<file path="src/rtl/divisor_arbitrado_pkg.sv">
// Shared types and helpers for the arbitrated divider front-end.
// Holds the FSM encoding, the divide-by-zero quotient and pointer wrap.
package divisor_arbitrado_pkg;

    typedef enum logic [1:0] {
        IDLE   = 2'd0,
        LAUNCH = 2'd1,
        WAIT   = 2'd2,
        RESP   = 2'd3
    } estado_t;

    localparam int TAMANYO = 32;

    localparam logic [TAMANYO-1:0] DZ_COC = '1;

    // Circular increment for pointers whose modulus need not be 2^k.
    function automatic int unsigned wrap_inc(
        input int unsigned v,
        input int unsigned n
    );
        return (v + 1 >= n) ? 0 : v + 1;
    endfunction

endpackage

</file>
<file path="src/rtl/divisor_arbitrado_if.sv">
// Request and tagged response channels of the shared divider.
// Clients sit on the master side, the arbiter on the slave side.
interface divisor_arbitrado_if #(
    parameter int N_REQ   = 4,
    parameter int tamanyo = 32,
    parameter int IDW     = $clog2(N_REQ)
) ();

    logic [N_REQ-1:0]              req_valid;
    logic [N_REQ-1:0]              req_ready;
    logic [N_REQ-1:0][tamanyo-1:0] req_num;
    logic [N_REQ-1:0][tamanyo-1:0] req_den;

    logic               resp_valid;
    logic               resp_ready;
    logic [IDW-1:0]     resp_id;
    logic [tamanyo-1:0] resp_coc;
    logic [tamanyo-1:0] resp_res;
    logic               resp_dz;

    modport master (
        output req_valid,
        output req_num,
        output req_den,
        output resp_ready,
        input  req_ready,
        input  resp_valid,
        input  resp_id,
        input  resp_coc,
        input  resp_res,
        input  resp_dz
    );

    modport slave (
        input  req_valid,
        input  req_num,
        input  req_den,
        input  resp_ready,
        output req_ready,
        output resp_valid,
        output resp_id,
        output resp_coc,
        output resp_res,
        output resp_dz
    );

endinterface

</file>
<file path="src/rtl/divisor_arbitrado_arbitro_rr.sv">
// Combinational round-robin pick: first request at or after ptr.
// The pointer register itself is owned by the parent.
module arbitro_rr #(
    parameter int N_REQ = 4,
    parameter int IDW   = $clog2(N_REQ)
) (
    input  logic [N_REQ-1:0] req,
    input  logic [IDW-1:0]   ptr,
    output logic [N_REQ-1:0] gnt,
    output logic [IDW-1:0]   idx,
    output logic             any
);

    logic [IDW:0]   suma;
    logic [IDW-1:0] k;

    always_comb begin
        gnt  = '0;
        idx  = '0;
        any  = 1'b0;
        suma = '0;
        k    = '0;
        for (int i = 0; i < N_REQ; i++) begin
            // One extra bit so ptr+i never overflows before the wrap.
            suma = {1'b0, ptr} + (IDW+1)'(i);
            if (suma >= (IDW+1)'(N_REQ)) begin
                suma = suma - (IDW+1)'(N_REQ);
            end
            k = suma[IDW-1:0];
            if (!any && req[k]) begin
                any    = 1'b1;
                gnt[k] = 1'b1;
                idx    = k;
            end
        end
    end

endmodule

</file>
<file path="src/rtl/divisor_arbitrado.sv">
// Shares one Start/Done divider among N_REQ requesters, round-robin.
// Zero divisors are answered locally so the divider never sees Den=0.
module divisor_arbitrado
    import divisor_arbitrado_pkg::*;
#(
    parameter int N_REQ   = 4,
    parameter int tamanyo = 32,
    parameter int IDW     = $clog2(N_REQ)
) (
    input  logic                CLK,
    input  logic                RSTa,
    divisor_arbitrado_if.slave  bus,
    output logic                div_start,
    output logic [tamanyo-1:0]  div_num,
    output logic [tamanyo-1:0]  div_den,
    input  logic                div_done,
    input  logic [tamanyo-1:0]  div_coc,
    input  logic [tamanyo-1:0]  div_res
);

    estado_t estado;
    estado_t sig;

    logic [IDW-1:0]     ptr;
    logic [IDW-1:0]     idx;
    logic [N_REQ-1:0]   gnt;
    logic               any;
    logic               xfer;
    logic               den_cero;
    logic [tamanyo-1:0] num_g;
    logic [tamanyo-1:0] den_g;

    arbitro_rr #(
        .N_REQ (N_REQ),
        .IDW   (IDW)
    ) u_arb (
        .req (bus.req_valid),
        .ptr (ptr),
        .gnt (gnt),
        .idx (idx),
        .any (any)
    );

    assign num_g    = bus.req_num[idx];
    assign den_g    = bus.req_den[idx];
    assign den_cero = (den_g == '0);
    assign xfer     = (estado == IDLE) && any;

    always_ff @(posedge CLK or negedge RSTa) begin
        if (!RSTa) begin
            estado <= IDLE;
        end else begin
            estado <= sig;
        end
    end

    always_comb begin
        sig = estado;
        unique case (estado)
            IDLE: begin
                if (xfer) begin
                    sig = den_cero ? RESP : LAUNCH;
                end
            end
            LAUNCH: sig = WAIT;
            WAIT: begin
                if (div_done) begin
                    sig = RESP;
                end
            end
            RESP: begin
                if (bus.resp_ready) begin
                    sig = IDLE;
                end
            end
            default: sig = IDLE;
        endcase
    end

    always_comb begin
        bus.req_ready = '0;
        if (estado == IDLE) begin
            bus.req_ready = gnt;
        end
    end

    // Start and valid are registered from the next state so both
    // line up exactly with LAUNCH and RESP.
    always_ff @(posedge CLK or negedge RSTa) begin
        if (!RSTa) begin
            div_start      <= 1'b0;
            bus.resp_valid <= 1'b0;
        end else begin
            div_start      <= (sig == LAUNCH);
            bus.resp_valid <= (sig == RESP);
        end
    end

    always_ff @(posedge CLK or negedge RSTa) begin
        if (!RSTa) begin
            div_num      <= '0;
            div_den      <= '0;
            bus.resp_id  <= '0;
            bus.resp_coc <= '0;
            bus.resp_res <= '0;
            bus.resp_dz  <= 1'b0;
            ptr          <= '0;
        end else begin
            if (xfer) begin
                bus.resp_id <= idx;
                if (den_cero) begin
                    bus.resp_coc <= {tamanyo{DZ_COC[0]}};
                    bus.resp_res <= num_g;
                    bus.resp_dz  <= 1'b1;
                end else begin
                    div_num <= num_g;
                    div_den <= den_g;
                end
            end
            if (estado == WAIT && div_done) begin
                bus.resp_coc <= div_coc;
                bus.resp_res <= div_res;
                bus.resp_dz  <= 1'b0;
            end
            // The served requester drops to lowest priority.
            if (estado == RESP && bus.resp_ready) begin
                ptr <= IDW'(wrap_inc(32'(bus.resp_id), 32'(N_REQ)));
            end
        end
    end

endmodule
</file>
<file path="src/flat_wrapper.sv">
// flat-port wrapper written by rule: the top's interface ports become plain ports
module divisor_arbitrado_flat import divisor_arbitrado_pkg::*;
#(
    parameter int N_REQ   = 4,
    parameter int tamanyo = 32,
    parameter int IDW     = $clog2(N_REQ)
)
  (CLK, RSTa, div_start, div_num, div_den, div_done, div_coc, div_res, bus_req_valid, bus_req_num, bus_req_den, bus_resp_ready, bus_req_ready, bus_resp_valid, bus_resp_id, bus_resp_coc, bus_resp_res, bus_resp_dz);
  divisor_arbitrado_if #(.N_REQ(N_REQ), .tamanyo(tamanyo), .IDW(IDW)) bus_i ();
  input  logic CLK;
  input  logic RSTa;
  output logic div_start;
  output logic [tamanyo-1:0] div_num;
  output logic [tamanyo-1:0] div_den;
  input  logic div_done;
  input  logic [tamanyo-1:0] div_coc;
  input  logic [tamanyo-1:0] div_res;
  input wire logic [$bits(bus_i.req_valid)-1:0] bus_req_valid;
  input wire logic [$bits(bus_i.req_num)-1:0] bus_req_num;
  input wire logic [$bits(bus_i.req_den)-1:0] bus_req_den;
  input wire logic [$bits(bus_i.resp_ready)-1:0] bus_resp_ready;
  output wire logic [$bits(bus_i.req_ready)-1:0] bus_req_ready;
  output wire logic [$bits(bus_i.resp_valid)-1:0] bus_resp_valid;
  output wire logic [$bits(bus_i.resp_id)-1:0] bus_resp_id;
  output wire logic [$bits(bus_i.resp_coc)-1:0] bus_resp_coc;
  output wire logic [$bits(bus_i.resp_res)-1:0] bus_resp_res;
  output wire logic [$bits(bus_i.resp_dz)-1:0] bus_resp_dz;
  assign bus_i.req_valid = bus_req_valid;
  assign bus_i.req_num = bus_req_num;
  assign bus_i.req_den = bus_req_den;
  assign bus_i.resp_ready = bus_resp_ready;
  assign bus_req_ready = bus_i.req_ready;
  assign bus_resp_valid = bus_i.resp_valid;
  assign bus_resp_id = bus_i.resp_id;
  assign bus_resp_coc = bus_i.resp_coc;
  assign bus_resp_res = bus_i.resp_res;
  assign bus_resp_dz = bus_i.resp_dz;
  divisor_arbitrado #(.N_REQ(N_REQ), .tamanyo(tamanyo), .IDW(IDW)) u_core (.CLK(CLK), .RSTa(RSTa), .bus(bus_i), .div_start(div_start), .div_num(div_num), .div_den(div_den), .div_done(div_done), .div_coc(div_coc), .div_res(div_res));
endmodule
</file>
<file path="config.mk">
export PLATFORM = sky130hd
export DESIGN_NAME = divisor_arbitrado_flat
export DESIGN_NICKNAME = d
export VERILOG_FILES = /design/src/rtl/divisor_arbitrado_pkg.sv /design/src/rtl/divisor_arbitrado_if.sv /design/src/rtl/divisor_arbitrado_arbitro_rr.sv /design/src/rtl/divisor_arbitrado.sv /design/src/flat_wrapper.sv
export SDC_FILE = /design/constraint.sdc
export NUM_CORES = 1
export LEC_CHECK = 0
export CORE_AREA = 3 3 180 182
export DETAILED_ROUTE_END_ITERATION = 10
export DIE_AREA = 0 0 183 185
export GPL_TIMING_DRIVEN = 0
export PLACE_DENSITY = 0.6
export SKIP_LAST_GASP = 1
export SYNTH_ARGS = -nofsm -noshare
export SYNTH_HDL_FRONTEND = slang
export SYNTH_SLANG_ARGS = --single-unit
</file>
<file path="constraint.sdc">
create_clock -name CLK -period 5.4 [get_ports CLK]
set_input_delay 0.81 -clock CLK [delete_from_list [all_inputs] [get_ports CLK]]
set_output_delay 0.81 -clock CLK [all_outputs]
set_load 0.02 [all_outputs]
</file>
# Word-level counts from Yosys, hierarchy flattened
# Cells that the tools add are included.
dict set report word_totals {
  output_inout_bits 137
  elab_cells 112
  register_bits 137
}
dict set report classes {
  n_mux 52
  n_addsub 8
  magnitude_cmp 14
  n_bitwise 4
  eq_ne 5
  reduce_logical 19
}
# cell n
set ops {}
lappend ops {{$mux 32} 8}
lappend ops {{$bmux 32 s2} 2}
lappend ops {{$logic_not 32->1} 1}
lappend ops {{$mux 2} 13}
lappend ops {{$mux 4} 5}
lappend ops {{$lt 2x3->1 const B} 5}
lappend ops {{$mux 1} 15}
lappend ops {{$ge 3x3->1 const B} 4}
lappend ops {{$or 4x4->4} 3}
lappend ops {{$logic_and 1x1->1} 10}
lappend ops {{$bmux 1 s2} 4}
lappend ops {{$demux 1 s2} 4}
lappend ops {{$ge 2x1->1 const B} 4}
lappend ops {{$pmux 2 s4} 1}
lappend ops {{$sub 2x1->2 const B} 4}
lappend ops {{$add 2x1->3 const B} 2}
lappend ops {{$add 2x2->3 const B} 2}
lappend ops {{$eq 2x2->1 const B} 3}
lappend ops {{$eq 2x1->1 const B} 2}
lappend ops {{$reduce_and 2->1} 2}
lappend ops {{$reduce_bool 2->1} 2}
lappend ops {{$ge 2x3->1 const B} 1}
lappend ops {{$logic_not 1->1} 3}
lappend ops {{$logic_not 2->1} 1}
lappend ops {{$not 1->1} 1}

# Depth between registers and ports, before layout
# Gate-level depths: netlist of run 1.
dict set report depth {
  word_depth 21
  ltp_mapped 24
}

# Cells and area by module
# From an unflattened synthesis of run 1, not the netlist that was laid out.
dict set report hier_totals {
  hier_cells 579
  area_unflattened_um2 7479.7
}
# mod instances area_per_inst_um2 seq_area_each_um2 cells_each
set modules_own_cells {}
lappend modules_own_cells {divisor_arbitrado 1 7058.0 3428.3 534}
lappend modules_own_cells {arbitro_rr 1 421.7 0.0 45}

# Worst setup path after synthesis of run 1
# OpenSTA, ideal clock, no wires.
dict set report synth_timing {
  path_type {reg-to-reg}
  from {reg u_core.ptr[0]}
  to {reg u_core.div_den[27]}
  t_arrival_ps 5511
  required_time_ps 5273
  path_slack_ps -239
  setup_time_ps 127
  path_stages_with_launch 21
  cell_sequence {dfrtp_1 -> buf_2 -> clkbuf_1 -> inv_1 -> clkbuf_1 -> clkbuf_1 -> clkbuf_1 -> ha_1 -> clkbuf_1 -> mux4_2 -> buf_2 -> nand2b_4 -> a21oi_2 -> nor2_2 -> mux4_2 -> or4_1 -> nor4_4 -> a31oi_1 -> buf_4 -> buf_6 -> mux2_1}
}
dict set report synth_between {
  elab_chain_cells 19
  elab_cells_between_ends 43
  classes_between {7 x add/sub; 4 x order compare; 22 x mux; 1 x bitwise; 9 x reduce/logical}
}
# element line_no
set synth_lines {}
lappend synth_lines {{start: declaration} divisor_arbitrado.sv:24} ;# logic [IDW-1:0] ptr;
lappend synth_lines {{start signal: assignment} divisor_arbitrado.sv:127} ;# ptr <= IDW'(wrap_inc(32'(bus.resp_id), 32'(N_REQ)));
lappend synth_lines {{branches (longest 19 deep; another with $add 2x1->3)} -}
lappend synth_lines {{end signal: assignment} divisor_arbitrado.sv:117} ;# div_den <= den_g;
lappend synth_lines {{end: declaration} divisor_arbitrado.sv:15} ;# output logic [tamanyo-1:0] div_den,
# Several ways; the timed one is not identified. The select of a mux whose other input is x is not followed.
# A chain may end at the register's enable or synchronous reset.

# Worst setup path after layout of run 1
dict set report layout_timing {
  from {reg u_core.ptr[0]}
  to {reg u_core.div_den[16]}
}
# Same word-level chain as after synthesis.

==> results.txt, run 1 <==
CTS tree -> built
Chip width -> 183 um
Initial antenna violation count -> 4
Tightest hold margin -> 0.424 ns
Area grow syn2layout -> 68.3%
Kind of critical path -> register to register
FF-to-FF setup slack -> 0.1 ns
Number of remaining DRC errors -> 0
Final hold vios -> 0
Vias in the first global route -> 10.3k
Via count -> 10.8k
Post-Synthesis Cells -> 1083
FF-to-FF path depth -> 19
Post-Route WL -> 47.1 mm
Final period util -> 98.2%
Final number of setup-violating endpoints -> 0
Tot GR Track Use -> 26.3%
Max cap viols -> 0
Die Y -> 185 um
CORE AREA -> 30700 um^2
Post-DP HPWL -> 37.6 mm
Worst reg2reg endpoint -> u_core.div_den[16]$_DFFE_PN0P_
Hold crit path type -> input pin to asynchronous set/reset pin
Crit-path max FO -> 13
Slew headroom -> 43.4%
RePlAce Congestion -> 0.943
Layout Skew -> 0.0206 ns
Largest net degree at the start of global routing -> 84
Clock power share -> 11.1%
Max Used Layer -> met4
Pwr Total -> 10.4 mW
Leakage -> 6.26 nW
Most frequent cells in the layout -> 459 x clkdlybuf4s50_1, 170 x nand2_1, 136 x dfrtp_1
RSZ-0062 raised after global routing -> yes
Final instance area -> 15100 um^2
Antenna Nets Post-Route -> 0
Sw Ratio -> 51.0%
Io pins -> 465
RR Startpoint -> u_core.ptr[0]$_DFFE_PN0P_
NetSw -> 5.28 mW
Most common cell after layout, fill and taps aside -> clkdlybuf4s50_1
Synth async-reset ratio -> 100%
Worst Path Required -> 5.71 ns
Port Buffer Count -> 464
Critical path launch point -> u_core.ptr[0]$_DFFE_PN0P_
Routed WL per cell -> 23.7 um
Pint -> 5.07 mW
Maximum vdd ir drop -> 0.304 mV
Ys Warns -> 0
Via-to-Cell Ratio -> 5.42
Max Slew Vio Count -> 0
Grt ovf -> 0
Clock sinks -> 137
Clock buffer count from CTS -> 17
Synthesized area -> 9000 um^2
Combinational share of power -> 71.3%
Worst-Skew Late Latency -> 0.43 ns
Worst Setup Start Kind -> register
Setup_tns -> 0 ns
Bufs on Longest Clock Path -> 2
DIE AREA -> 33900 um^2
Floorplan row count -> 64
Seq pwr share -> 17.6%
Net Count, Synth -> 1420
Post-synthesis area per instance -> 8.31 um^2
Seq/Total Area, Yosys -> 38.1%
First-pass GRT wire length -> 67.2 mm
CTS Hold Bufs -> 0
Clock transition at path regs -> 0.07 ns
Power per cell area -> 684 nW/um^2
Synth cell types -> 62
Htree depth -> 4
Yosys reg bits -> 137
Crit path time final -> 5.30 ns
Core Util, Final -> 49.2%
Tightest Pin Transition -> 0.849 ns
Routed wl met3 -> 3.74 mm
Routed metal-1 wirelength -> 20.0 mm
Initial Utilization -> 29.3%
Top_reg_cell synth -> dfrtp_1
Met2 wire len -> 22.4 mm
Worst path arrival time -> 5.61 ns
Layout net count -> 1914
Fmax -> 189 MHz
Share of layout cells above drive strength 1 -> 9.81%
EDFF count, synth -> 0
Root Buffer -> clkbuf_16
CP endpoint kind -> register
Placed cell area -> 14200 um^2
Pre-antenna DRT Iters -> 5
Iter 0 DRT Violations -> 792
Outcome -> finished clean
logic make-up (layout without fill, tap and decap cells):
| group | count (synthesis) | in the layout | share of synthesized area [%] |
|---|---|---|---|
| AND/OR/NAND/NOR | 426 | 426 | 21.7 |
| AO/OA/AOI/OAI | 258 | 258 | 18.8 |
| buffers and inverters | 145 | 652 | 6.61 |
| flip-flops | 137 | 137 | 38.1 |
| multiplexers | 108 | 108 | 13.6 |
| adder cells (fa/ha/maj) | 9 | 9 | 1.25 |
| other | 0 | 4 | 0 |
per-layer routing:
layer  up-vias  GRT usage (%)
met3        46           5.16
met5         -              0
li1       4926              -
met1      5282           35.2
met4         0           6.52
met2       533           44.1
how the worst max path moves through the flow:
stage                     depth (start not counted)  slack [ns]                                 end
after global routing                             20       -0.03  u_core.bus.resp_res[4]$_DFFE_PN0P_
after detailed placement                         21       -2.65  u_core.bus.resp_res[2]$_DFFE_PN0P_
after floorplan                                  22        0.01      u_core.div_den[27]$_DFFE_PN0P_
after CTS                                        22        0.05      u_core.div_den[16]$_DFFE_PN0P_
after global placement                           21       -2.61  u_core.bus.resp_res[7]$_DFFE_PN0P_
final                                            19         0.1      u_core.div_den[16]$_DFFE_PN0P_
registers in the layout, summed over array words and instances (netlist names):
name and flops:
u_core.ptr 2, u_core.bus.resp_id 2, u_core.bus.resp_coc 32, u_core.div_den 32, u_core.div_start 1, u_core.bus.resp_dz 1, u_core.bus.resp_valid 1, u_core.div_num 32
u_core.bus.resp_res 32, u_core.estado 2
cell usage after synthesis, drive strengths merged (6+ instances only):
cell type / instances / area share [%]
nand2: 171 / 7.1
dfrtp: 137 / 38
a31oi: 102 / 7.1
nor2: 98 / 4.1
clkbuf: 74 / 3.1
mux2: 62 / 7.8
o21ai: 56 / 3.1
inv: 49 / 2.0
mux2i: 41 / 4.6
and3: 35 / 2.4
nand4: 35 / 2.4
nand3: 34 / 1.9
nor3: 30 / 1.7
buf: 22 / 1.5
a21oi: 21 / 1.2
o221ai: 13 / 1.3
a22o: 9 / 0.88
ha: 9 / 1.3
o211ai: 7 / 0.58
o22ai: 7 / 0.49
a22oi: 6 / 0.50
repair_timing:
item / 4_1_cts / 5_1_grt
gates cloned: 0 / 0
pin swaps: 6 / 5
resized for setup: 57 / 47
setup endpoints to repair: 138 / 131
setup buffers: 12 / 3
power groups by stage:
stage	registers, mW	clock network (mW)	logic [mW]
6_report	1.82	1.15	7.38
5_1_grt	1.89	1.21	7.87
2_1_floorplan	2.42	0	3.34
3_5_place_dp	1.84	0	6.98
3_3_place_gp	1.82	0	6.95
4_1_cts	1.82	1.17	7.21
critical path, stage by stage, from the launching register on:
cell,delay [ns]
dfrtp_2,0.38
buf_4,0.18
clkbuf_8,0.20
clkinvlp_4,0.12
clkbuf_8,0.18
clkbuf_8,0.18
clkbuf_8,0.20
ha_4,0.34
mux4_2,0.41
nand2b_4,0.13
a21boi_2,0.14
nor2_4,0.24
mux4_2,0.58
or4_4,0.58
nor4_4,0.30
buf_6,0.18
a31oi_1,0.13
buf_6,0.21
buf_6,0.16
mux2_1,0.33
stage by stage:
step / setup WS, ns / cells
final: 0.0976 / 1990
after global routing: -0.0255 / 1990
after CTS: 0.0532 / 1985
after detailed placement: -2.65 / 1944
after global placement: -2.61 / 1943
after floorplan: 0.0136 / 1083
final cells by class:
cell class              count  area (um^2)
diodes                      4         10.0
plain buffers              91          509
clock buffers              17          425
clock inverters            15          133
fillers                  3003        15600
inverters                  49          188
multi-input cells         801         5140
flip-flops and latches    137         3430
well taps                 396          495
repair buffers            480         4810
No activity file was read; power rests on OpenSTA's default activity.
==> run 2: changes to the inputs <==
- CORE_AREA: 3 3 180 182 -> 3 3 182 184
- DIE_AREA: 0 0 183 185 -> 0 0 185 187
- PLACE_DENSITY: 0.6 -> 0.53
- SYNTH_HIERARCHICAL: unset -> 1
==> run 2 against run 1 <==
  * Critical path depth shrank 2
  * Total power shrank 19%
  * Final area shrank 12%
  * Non-clock buffer count shrank 59
  * Clock-buffer cell count grew 4
  * Fmax grew 2.8%
  * Sequential power is essentially flat
  * Largest cell class unchanged
  * Synthesized cell count shrank 47%
==> results.txt, run 2 <==
Outcome -> finished clean (unchanged)
Worst-Skew Late Latency -> 0.42 ns (was 0.43 ns)
Post-Synthesis Cells -> 579 (was 1083)
Max Slew Vio Count -> 0 (unchanged)
Kind of critical path -> register to register (unchanged)
Initial antenna violation count -> 1 (was 4)
RePlAce Congestion -> 0.790 (was 0.943)
Number of remaining DRC errors -> 0 (unchanged)
Antenna Nets Post-Route -> 0 (unchanged)
Pre-CTS setup slack -> -1.02 ns (was -2.65 ns)
Port Buffer Count -> 464 (unchanged)
Top_reg_cell synth -> dfrtp_1 (unchanged)
Final worst slack -> 0.243 ns (was 0.0976 ns)
RSZ-0062 raised after global routing -> no (was yes)
Clock power share -> 14.1% (was 11.1%)
Clock buffer count from CTS -> 17 (unchanged)
Pwr Total -> 8.36 mW (was 10.4 mW)
First-pass GRT wire length -> 47.5 mm (was 67.2 mm)
EDFF count, synth -> 0 (unchanged)
Ys Warns -> 6 (was 0)
FF+latch area -> 3430 um^2 (unchanged)
Share of the synthesized area in the top cell type -> 45.8% (was 38.1%)
Layout Skew -> 0.00907 ns (was 0.0206 ns)
Post-synthesis area per instance -> 12.9 um^2 (was 8.31 um^2)
Yosys reg bits -> 137 (unchanged)
Crit path time final -> 5.16 ns (was 5.30 ns)
Iter 0 DRT Violations -> 270 (was 792)
Area grow syn2layout -> 78.2% (was 68.3%)
Floorplan row count -> 65 (was 64)
Via count -> 6840 (was 10.8k)
Routed WL per cell -> 22.4 um (was 23.7 um)
Pre-antenna DRT Iters -> 4 (was 5)
CP endpoint kind -> register (unchanged)
Root Buffer -> clkbuf_16 (unchanged)
Largest net degree at the start of global routing -> 72 (was 84)
Final period util -> 95.5% (was 98.2%)
DIE AREA -> 34600 um^2 (was 33900 um^2)
Tightest Pin Transition -> 1.05 ns (was 0.849 ns)
Via-to-Cell Ratio -> 4.62 (was 5.42)
Power per cell area -> 627 nW/um^2 (was 684 nW/um^2)
Slew headroom -> 30.1% (was 43.4%)
Worst Setup Start Kind -> register (unchanged)
Grt ovf -> 0 (unchanged)
Max cap viols -> 0 (unchanged)
Clock transition at path regs -> 0.06 ns (was 0.07 ns)
Net Count, Synth -> 913 (was 1420)
Layout net count -> 1399 (was 1914)
CTS tree -> built (unchanged)
Fmax -> 194 MHz (was 189 MHz)
Share of layout cells above drive strength 1 -> 14.3% (was 9.81%)
Chip width -> 185 um (was 183 um)
Top area cells in the synthesized netlist -> dfrtp_1 46%, mux4_2 20%, mux2_1 7.4% (was dfrtp_1 38%, nand2_1 7.1%, a31oi_1 7.1%)
Htree depth -> 4 (unchanged)
Hold crit path type -> input pin to asynchronous set/reset pin (unchanged)
Combinational share of power -> 63.8% (was 71.3%)
Synthesized area -> 7480 um^2 (was 9000 um^2)
Synth async-reset ratio -> 100% (unchanged)
Initial Utilization -> 23.7% (was 29.3%)
Crit-path max FO -> 10 (was 13)
Worst path arrival time -> 5.45 ns (was 5.61 ns)
CORE AREA -> 31600 um^2 (was 30700 um^2)
Fill count -> 3099 (was 3003)
Synth cell types -> 37 (was 62)
Most common cell after layout, fill and taps aside -> clkdlybuf4s50_1 (unchanged)
Maximum vdd ir drop -> 0.407 mV (was 0.304 mV)
Seq/Total Area, Yosys -> 45.8% (was 38.1%)
Post-DP HPWL -> 27.4 mm (was 37.6 mm)
Cell taking the most area after synthesis -> dfrtp_1 (unchanged)
Vias in the first global route -> 7343 (was 10.3k)
Final number of setup-violating endpoints -> 0 (unchanged)
Bufs on Longest Clock Path -> 2 (unchanged)
Most frequent cell after synthesis -> dfrtp_1 (was nand2_1)
Sw Ratio -> 41.4% (was 51.0%)
Clock sinks -> 137 (unchanged)
Post-Route WL -> 33.2 mm (was 47.1 mm)
Pint -> 4.90 mW (was 5.07 mW)
Tot GR Track Use -> 18.6% (was 26.3%)
Die Y -> 187 um (was 185 um)
Leakage -> 5.08 nW (was 6.26 nW)
Most frequent cells in the layout -> 463 x clkdlybuf4s50_1, 136 x dfrtp_1, 100 x nor2_1 (was 459 x clkdlybuf4s50_1, 170 x nand2_1, 136 x dfrtp_1)
Multi-input logic area -> 3820 um^2 (was 5140 um^2)
Most frequent cells after synthesis -> 137 x dfrtp_1, 100 x nor2_1, 66 x mux4_2 (was 171 x nand2_1, 137 x dfrtp_1, 102 x a31oi_1)
Final hold vios -> 0 (unchanged)
Seq pwr share -> 22.1% (was 17.6%)
Worst Path Required -> 5.69 ns (was 5.71 ns)
ANT cells -> 0 (was 4)
Io pins -> 465 (unchanged)
NetSw -> 3.47 mW (was 5.28 mW)
-- run 2: cell types whose count changed after synthesis, moves of 45 or more --
cell      change
clkbuf_1     -51
a31oi_1     -102
nand2_1     -167
mux4_2       +61
inv_1        -45
o21ai_0      -49
-- run 2: path summary, 6_finish.rpt --
check	from	to	slack, ns	cells after the start
max in group asynchronous	RSTa	u_core/div_den[1]$_DFFE_PN0P_	4.20	2
worst max-delay path	u_core/ptr[0]$_DFFE_PN0P_	u_core/div_num[3]$_DFFE_PN0P_	0.24	17
min in group CLK	u_core/div_den[23]$_DFFE_PN0P_	u_core/div_den[23]$_DFFE_PN0P_	0.49	1
worst min register to register	u_core/div_den[23]$_DFFE_PN0P_	u_core/div_den[23]$_DFFE_PN0P_	0.49	1
worst max register to register	u_core/ptr[0]$_DFFE_PN0P_	u_core/div_num[3]$_DFFE_PN0P_	0.24	17
worst min-delay path	RSTa	u_core/bus.resp_res[17]$_DFFE_PN0P_	0.38	1
-- run 2: cell families (layout without fill, tap and decap cells) --
family,after synthesis,after routing,share of synthesized area [%]
muxes,170,170,35.4
DFF,137,137,45.8
and+or+nand+nor,131,131,7.76
AOI/OAI and AO/OA,86,86,6.34
buffers and inverters,49,548,3.70
adders and majority gates,6,6,1.00
-- run 2: metrics by stage --
stage / instance area [um^2] / util, % / std cells / hold WS (ns) / TNS [ns]
floorplan: 7480 / - / 579 / 0.514 / 0
global placement: 12600 / 40.0 / 1445 / 0.473 / -459.36
detailed placement: 12700 / 40.1 / 1446 / 0.480 / -111.04
CTS: 13300 / 42.1 / 1479 / 0.397 / 0
global route: 13300 / 42.2 / 1480 / 0.424 / 0
finish: 13300 / 42.2 / 1480 / 0.384 / 0
-- run 2: timing repair --
item | CTS | global route
resized for setup | 15 | 5
hold buffers | 0 | 0
setup endpoints to repair | 130 | 72
pin swaps | 1 | 1
buffers inserted | 1 | 1
-- run 2: cell type report --
class,instances,share of cell area [%]
inverter,4,0.113
buffer,45,2.10
multi-input combinational,393,28.7
clock inverter,11,0.911
sequential,137,25.7
clock buffer,21,3.53
timing repair buffer,467,35.2
tap,402,3.77
-- run 2: per-layer routing --
metal,routed length (um),global-route usage (%),vias up
li1,-,-,3147
met1,11600,19.0,3330
met2,17900,35.6,325
met3,2930,6.05,36
met4,734,5.45,2
met5,13,0,-
-- run 2: power by group through the flow --
stage	Clock, mW	Combinational, mW	Sequential, mW
2_1_floorplan	0	2.48	2.44
3_3_place_gp	0	5.35	1.86
3_5_place_dp	0	5.37	1.87
4_1_cts	1.22	5.42	1.86
5_1_grt	1.27	5.71	1.92
6_report	1.18	5.34	1.85
-- run 2: critical path, stage by stage, from the launching register on --
cell and delay [ns]:
dfrtp_1 0.46, buf_6 0.19, inv_1 0.07, ha_1 0.37, mux4_2 0.33, buf_6 0.16, and2b_2 0.27, o21ai_0 0.11
o31ai_2 0.13, buf_6 0.23, mux4_2 0.52, or4_1 0.53, or3_1 0.45, nor3_4 0.28, or2_2 0.17, buf_6 0.19
buf_6 0.21, mux2_1 0.34
